## src/rtl/mix_columns_iter.sv

```systemverilog
// mix_columns_iter
//   Iterative AES MixColumns / InvMixColumns over a full 128-bit state.
//   COLS_PER_CYCLE columns are transformed in place per BUSY cycle, so one
//   block takes N = 4 / COLS_PER_CYCLE cycles. Whole states are exchanged
//   with the neighbouring round stages over valid/ready handshakes.
//
// Ports
//   Clk_CI       clock, rising edge
//   Reset_RBI    asynchronous active-low reset
//   In_DI        input state; column c = In_DI[32c+31:32c], row r at byte r
//   InValid_SI   In_DI / Inverse_SI valid
//   InReady_SO   block can accept a state this cycle
//   Inverse_SI   0 = MixColumns, 1 = InvMixColumns (sampled with In_DI)
//   Out_DO       result state, same layout as In_DI
//   OutValid_SO  Out_DO holds a complete result
//   OutReady_SI  downstream accepts Out_DO
module mix_columns_iter #(
    parameter int COLS_PER_CYCLE = 1
) (
    input  logic         Clk_CI,
    input  logic         Reset_RBI,
    input  logic [127:0] In_DI,
    input  logic         InValid_SI,
    output logic         InReady_SO,
    input  logic         Inverse_SI,
    output logic [127:0] Out_DO,
    output logic         OutValid_SO,
    input  logic         OutReady_SI
);

    localparam int         N      = 4 / COLS_PER_CYCLE;
    localparam logic [1:0] K_LAST = 2'(N - 1);

    if (COLS_PER_CYCLE != 1 && COLS_PER_CYCLE != 2 && COLS_PER_CYCLE != 4) begin : g_bad_cols
        $error("mix_columns_iter: COLS_PER_CYCLE must be 1, 2 or 4");
    end

    typedef enum logic [1:0] {
        IDLE = 2'd0,
        BUSY = 2'd1,
        DONE = 2'd2
    } state_t;

    state_t        r_state;
    logic [127:0]  r_s;
    logic          r_m;
    logic [1:0]    r_k;
    logic          r_out_valid;
    logic [127:0]  w_next_s;
    logic          w_accept;

    function automatic logic [7:0] xtime(input logic [7:0] b);
        return {b[6:0], 1'b0} ^ (b[7] ? 8'h1b : 8'h00);
    endfunction

    // One column, forward or inverse. Inverse multiples are assembled from
    // the 2x/4x/8x xtime chain: 0E = 8^4^2, 0B = 8^2^1, 0D = 8^4^1, 09 = 8^1.
    function automatic logic [31:0] mix_col(input logic [31:0] col, input logic inv);
        logic [7:0]  a  [4];
        logic [7:0]  x2 [4];
        logic [7:0]  x4 [4];
        logic [7:0]  x8 [4];
        logic [31:0] res;
        logic [1:0]  i0, i1, i2, i3;
        res = '0;
        for (int i = 0; i < 4; i++) begin
            a[i]  = col[8*i +: 8];
            x2[i] = xtime(a[i]);
            x4[i] = xtime(x2[i]);
            x8[i] = xtime(x4[i]);
        end
        for (int r = 0; r < 4; r++) begin
            i0 = 2'(r);
            i1 = 2'(r + 1);
            i2 = 2'(r + 2);
            i3 = 2'(r + 3);
            if (inv) begin
                res[8*r +: 8] = (x8[i0] ^ x4[i0] ^ x2[i0])
                              ^ (x8[i1] ^ x2[i1] ^ a[i1])
                              ^ (x8[i2] ^ x4[i2] ^ a[i2])
                              ^ (x8[i3] ^ a[i3]);
            end else begin
                res[8*r +: 8] = x2[i0] ^ x2[i1] ^ a[i1] ^ a[i2] ^ a[i3];
            end
        end
        return res;
    endfunction

    // Replace only the column group selected by K; other columns pass through.
    always_comb begin
        w_next_s = r_s;
        for (int c = 0; c < 4; c++) begin
            if ((c / COLS_PER_CYCLE) == int'(r_k)) begin
                w_next_s[32*c +: 32] = mix_col(r_s[32*c +: 32], r_m);
            end
        end
    end

    // Ready is combinational from OutReady_SI so a new block can enter on
    // the same edge the previous result leaves.
    assign InReady_SO  = (r_state == IDLE) || ((r_state == DONE) && OutReady_SI);
    assign w_accept    = InValid_SI && InReady_SO;
    assign Out_DO      = r_s;
    assign OutValid_SO = r_out_valid;

    always_ff @(posedge Clk_CI or negedge Reset_RBI) begin
        if (!Reset_RBI) begin
            r_state     <= IDLE;
            r_s         <= '0;
            r_m         <= 1'b0;
            r_k         <= 2'd0;
            r_out_valid <= 1'b0;
        end else if (w_accept) begin
            r_s         <= In_DI;
            r_m         <= Inverse_SI;
            r_k         <= 2'd0;
            r_state     <= BUSY;
            r_out_valid <= 1'b0;
        end else begin
            case (r_state)
                IDLE: ;
                BUSY: begin
                    r_s <= w_next_s;
                    if (r_k == K_LAST) begin
                        r_state     <= DONE;
                        r_out_valid <= 1'b1;
                    end else begin
                        r_k <= r_k + 2'd1;
                    end
                end
                DONE: begin
                    if (OutReady_SI) begin
                        r_state     <= IDLE;
                        r_out_valid <= 1'b0;
                    end
                end
                default: begin
                    r_state     <= IDLE;
                    r_out_valid <= 1'b0;
                end
            endcase
        end
    end

endmodule

```

## config.mk

```make
export PLATFORM = sky130hd
export DESIGN_NAME = mix_columns_iter
export DESIGN_NICKNAME = d
export VERILOG_FILES = /design/src/rtl/mix_columns_iter.sv
export SDC_FILE = /design/constraint.sdc
export NUM_CORES = 1
export LEC_CHECK = 0
export CORE_MARGIN = 5
export CORE_UTILIZATION = 40
export DETAILED_ROUTE_END_ITERATION = 10
export DONT_BUFFER_PORTS = 1
export GPL_ROUTABILITY_DRIVEN = 0
export HOLD_SLACK_MARGIN = 0.12
export PLACE_DENSITY = 0.57
export SLEW_MARGIN = 20
export SYNTH_ARGS = -nofsm -noshare
export SYNTH_HDL_FRONTEND = slang
export SYNTH_SLANG_ARGS = --single-unit
```

## constraint.sdc

```tcl
create_clock -name Clk_CI -period 6.25 [get_ports Clk_CI]
set_input_delay 1.5625 -clock Clk_CI [delete_from_list [all_inputs] [get_ports Clk_CI]]
set_output_delay 1.5625 -clock Clk_CI [all_outputs]
set_load 0.01 [all_outputs]
```

---- Yosys cells after proc, flatten, opt, wreduce, memory -nomap -nowiden ----
Cells that the tools add are included.
storage, ports and cells
  register bits after elaboration ......... 134
  input port bits ......................... 133
  output and inout bits ................... 130
  logic and storage cells ................. 372
cells by class
  add/subtract/negate cells ............... 1
  equal/unequal tests ..................... 10
  mux-type cells .......................... 81
  bitwise operators ....................... 256
  reductions and logical operators ........ 16
operators by type and width
  operator                                                         count
  8-bit XOR                                                        208
  8-bit by 5-bit XOR with 8-bit output                             48
  128-bit 2-to-1 mux                                               2
  5-bit 2-to-1 mux                                                 48
  32-bit 2-to-1 mux                                                4
  8-bit 2-to-1 mux                                                 16
  2-bit 2-to-1 mux                                                 6
  2-bit AND reduction                                              5
  2-bit nonzero test                                               5
  3-bit inequality test, second input constant                     2
  2-bit one-hot mux with 3 select lines                            1
  2-bit == test, first input constant                              2
  2-bit == test, second input constant                             2
  2-bit logical NOT                                                2
  2-bit inequality test, second input constant                     2
  1-bit 2-to-1 mux                                                 3
  1-bit one-hot mux with 3 select lines                            1
  3-bit AND reduction                                              1
  2-bit by 1-bit adder with 2-bit output, second input constant    1
  1-bit by 2-bit == test with 1-bit output, first input constant   1
  2-bit by 1-bit == test with 1-bit output, second input constant  1
  1-bit logical AND                                                2
  1-bit logical OR                                                 1

---- Longest topological paths before layout ----
  word-level depth ........................ 15
  depth in mapped cells ................... 9
  depth with buffers taken out ............ 8

---- Worst setup path after synthesis ----
OpenSTA, ideal clock, no wires.
  path type ............................... input -> output
  from .................................... input port OutReady_SI
  to ...................................... output port InReady_SO
  arrival time ............................ 1755 ps
  data required time ...................... 4688 ps
  setup slack ............................. 2932 ps
  stages .................................. 2
  buffers on the path ..................... 0
  cell sequence ........................... nor2_1 nor2_1
between the ends
  word-level cells in the longest chain between the ends .. 2
RTL lines
  what               RTL line  text
  start, declared    28        input logic OutReady_SI
  1-bit logical AND  101       assign InReady_SO = (r_state == IDLE) || ((r_state == DONE) && OutReady_SI);
  1-bit logical OR   101
  end, declared      24        output logic InReady_SO,
No other way between the ends.

---- Worst setup path after layout ----
Ends and elaborated chain as after synthesis.

==> impl_summary.md <==
Status
The run finished with clean final reports.

Logic synthesis
The predominant post-synthesis flop cell is sky130_fd_sc_hd__dfrtp_1. Yosys attributes the largest share of cell area to sky130_fd_sc_hd__xnor2_1 (29%), sky130_fd_sc_hd__dfrtp_1 (21%), sky130_fd_sc_hd__xnor3_1 (11%), sky130_fd_sc_hd__xor2_1 (9.1%), sky130_fd_sc_hd__nand2_1 (3.1%). In this run the cell area of the synthesized design comes to about 16000 um^2. After synthesis, the share of cell area in mux cells is 0.0292. The sequential fraction of the synthesis area is 0.210.

The fraction of the mapped netlist area in simple logic gates is 0.0553. After synthesis, the mean cell area works out to ~9.4 um^2. The most numerous cell in the Yosys netlist is sky130_fd_sc_hd__xnor2_1.

Yosys mapped a number of flops with a built-in enable equal to 0. Counting instances in the post-synthesis netlist gives the leading cell types as sky130_fd_sc_hd__xnor2_1 (526), sky130_fd_sc_hd__xor2_1 (165), sky130_fd_sc_hd__dfrtp_1 (133). The share of synthesized area in the top cell type comes to 0.291. Of the total synthesized cell area, the portion taken by XOR and XNOR cells is 0.555.

The combinational family with the most area after synthesis is XOR/XNOR gates. The complex-gate fraction of the synthesized area is 0.0984. The adder and majority gate portion of the synthesized area is 0.00316. sky130_fd_sc_hd__xnor2_1 takes more of the synthesized area than any other cell. After synthesis the netlist holds a flip-flop and latch count of roughly 130. The number of distinct library cells after synthesis is 45. The total nets after synthesis is ~1800. The cell count after synthesis is around 1700. The number of warnings printed during yosys synthesis is 0. The fraction of synthesis flops using an asynchronous set or reset pin is 1.00.

STA
The relative slew slack is 0.332. The clock arrives with 0.0165 ns of skew. Counting I/O delays and the setup requirement, the final critical path takes 3.64 ns.

Based on the critical path, the design can be clocked at up to approximately 0.28 GHz. Setup violations remaining at the end of the flow were counted as 0. The number of slew-limit violations in the final report is 0. The transition time at the pin with the least slew margin is ~1 ns. Across all setup checks in the final design, the least slack found is 2.61 ns. The total count of hold-check failures in the final report was 0. Setup repair after global routing left no endpoint under its margin. Of the available clock period, the critical path in the final layout requires 0.582. The final setup TNS is 0 ns.

Drt
The detailed-route DRC error count is 0. The via total after detailed routing is 10900. In this run the remaining antenna-violating nets after routing total 0.

The average via count per standard cell is ~5.3. The total wire length is ~47000 um. The length of the first detailed-routing pass in iterations is 5.

In the final routed layout, each cell accounts on average for around 23 um. The detailed router's first-iteration violation count is approximately 690.

Clock tree
The CTS tree is done. The deepest level of the CTS H-tree is 4. The total clock buffers created by CTS is 17.

The number of buffers between clock root and the deepest sink is 2. Once the clock tree was built, the setup fixing pass inserted 0 buffers. The tree is rooted in a sky130_fd_sc_hd__clkbuf_16. The clock-pin slew on the worst setup and hold paths is 0.07 ns. The clock sink count is approximately 130. Clock latency on the worst-skew pair, taken at its later pin, is between 0.4 and 0.5 ns. The quantity of hold-fixing buffers added after cts is 0. Once the clock tree was built, the resizer swapped 0 gates to a different size.

Critical path
The register-to-register path setup slack is roughly 3.3 ns. The number of buffers and inverters on the critical path is 0. The dominant delay contributor by cell family on the critical path is simple AND/OR/NAND/NOR gates. In this design, the critical path's most frequently occurring cell is sky130_fd_sc_hd__nor2_1. The critical path goes through nor2_1 > nor2_1. STA classifies the critical path startpoint as an input pin. Along the worst path, the maximum fanout reaches 4. The worst setup path is captured at a primary output.

Data on the critical path is required at its endpoint by around 4.7 ns. The critical path is of the in -> out type. On the critical path, the stage with the largest delay is an instance of sky130_fd_sc_hd__nor2_1.

On the worst path, the slowest cell contributes a delay of 0.30 ns. Data on the critical path arrives at its endpoint at 2.07 ns.

Die
The die width is around 210 um. The number of placed I/O pins is 263. The initial utilization of the core area, before any placement, comes to 0.407. Row generation in the floorplan step produced between 70 and 80 rows. The area of the core region is about 39000 um^2.

The die covers ~44000 um^2. The height of the die is about 210 um.

Place
Timing analysis after detailed placement gives a worst setup slack of 2.20 ns. In this run the tool buffered the top-level ports with 0 buffer cells. Detailed placement ended at an HPWL of roughly 34000 um.

The cell total after placement is 2039.

GRT
The initial antenna violation count is 4. The number of global-route vias before repair is between 10000 and 15000. The global-route wire length before repair is around 72000 um. Entering global routing, the biggest net connects between 100 and 150 pins. The sum of overflow across all layers after global routing is 0. The all-layer global routing usage is 0.213.

Cells and area
The area growth from synthesis to layout is 3.70%. For this run, the post-layout net count is approximately 1700. The final cell utilization of the core is 0.422. The final cell count without fillers is 2070. Of the cells placed in the final design, the portion with a size suffix greater than 1 is 0.0522.

Worst hold path
The path class of the tightest hold or removal check is reg -> reg.

Job
The number of violations of the max-capacitance limit is 0.
==> flip-flops by register name, summed over array words and instances, names as in the netlist <==
signal and count:
r_m 1, r_state 2, Out_DO 128, r_k 2
==> kinds of logic after synthesis <==
| logic type | Yosys count |
|---|---|
| simple gates | 224 |
| xor+xnor | 817 |
| mux | 46 |
| compound gates | 279 |
| fa+ha+maj | 4 |
| buf+inv | 175 |
| flops | 133 |
==> layout make-up <==
| class | instances | area, um^2 |
|---|---|---|
| Fill cell | 3859 | 22500 |
| Tap cell | 518 | 648 |
| Timing Repair Buffer | 14 | 105 |
| Multi-Input combinational cell | 1370 | 11800 |
| Clock inverter | 5 | 75.1 |
| Inverter | 4 | 15.0 |
| Sequential cell | 133 | 3330 |
| Clock buffer | 25 | 475 |
| Antenna cell | 1 | 2.50 |
==> stage by stage <==
stage	area [um^2]	hold WS [ns]
finish	16400	0.614
floorplan	15800	0.562
CTS	16400	0.619
global placement	15900	0.594
detailed placement	15900	0.604
global route	16400	0.658
==> cell usage in the layout, fill, tap and decap left out, types with 5 or more instances in the layout <==
cell,instances
sky130_fd_sc_hd__a21o_1,8
sky130_fd_sc_hd__xor3_1,20
sky130_fd_sc_hd__xnor3_1,74
sky130_fd_sc_hd__o21ai_1,46
sky130_fd_sc_hd__mux2i_1,44
sky130_fd_sc_hd__o21ai_0,91
sky130_fd_sc_hd__buf_4,14
sky130_fd_sc_hd__a211oi_1,7
sky130_fd_sc_hd__a21oi_1,64
sky130_fd_sc_hd__xnor2_2,19
sky130_fd_sc_hd__clkbuf_1,6
sky130_fd_sc_hd__o22ai_1,30
sky130_fd_sc_hd__nand2_1,132
sky130_fd_sc_hd__dfrtp_1,132
sky130_fd_sc_hd__xor2_2,6
sky130_fd_sc_hd__nor2_1,79
sky130_fd_sc_hd__xnor2_1,526
sky130_fd_sc_hd__a22oi_1,12
sky130_fd_sc_hd__clkbuf_16,17
sky130_fd_sc_hd__xor2_1,165
sky130_fd_sc_hd__o21a_1,5
==> per-layer routing <==
| layer | vias to the layer above | track usage | routed length, um |
|---|---|---|---|
| li1 | 5137 | - | - |
| met1 | 5392 | 0.289 | 21300 |
| met2 | 301 | 0.351 | 22300 |
| met3 | 36 | 0.0447 | 2620 |
| met4 | 4 | 0.0497 | 623 |
| met5 | - | 0 | 21 |
==> final timing paths <==
kind	from	to	cells past startpoint
max	OutReady_SI	InReady_SO	2
min	r_k[0]	r_k[0]	2
max reg2reg	r_state[0]	Out_DO[60]	8
min reg2reg	r_k[0]	r_k[0]	2
max in group asynchronous	Reset_RBI	Out_DO[78]	0
min in group asynchronous	Reset_RBI	Out_DO[22]	0
Power is not shown: default switching activity piles up to over one toggle a cycle in this logic, so the estimate is an artifact.
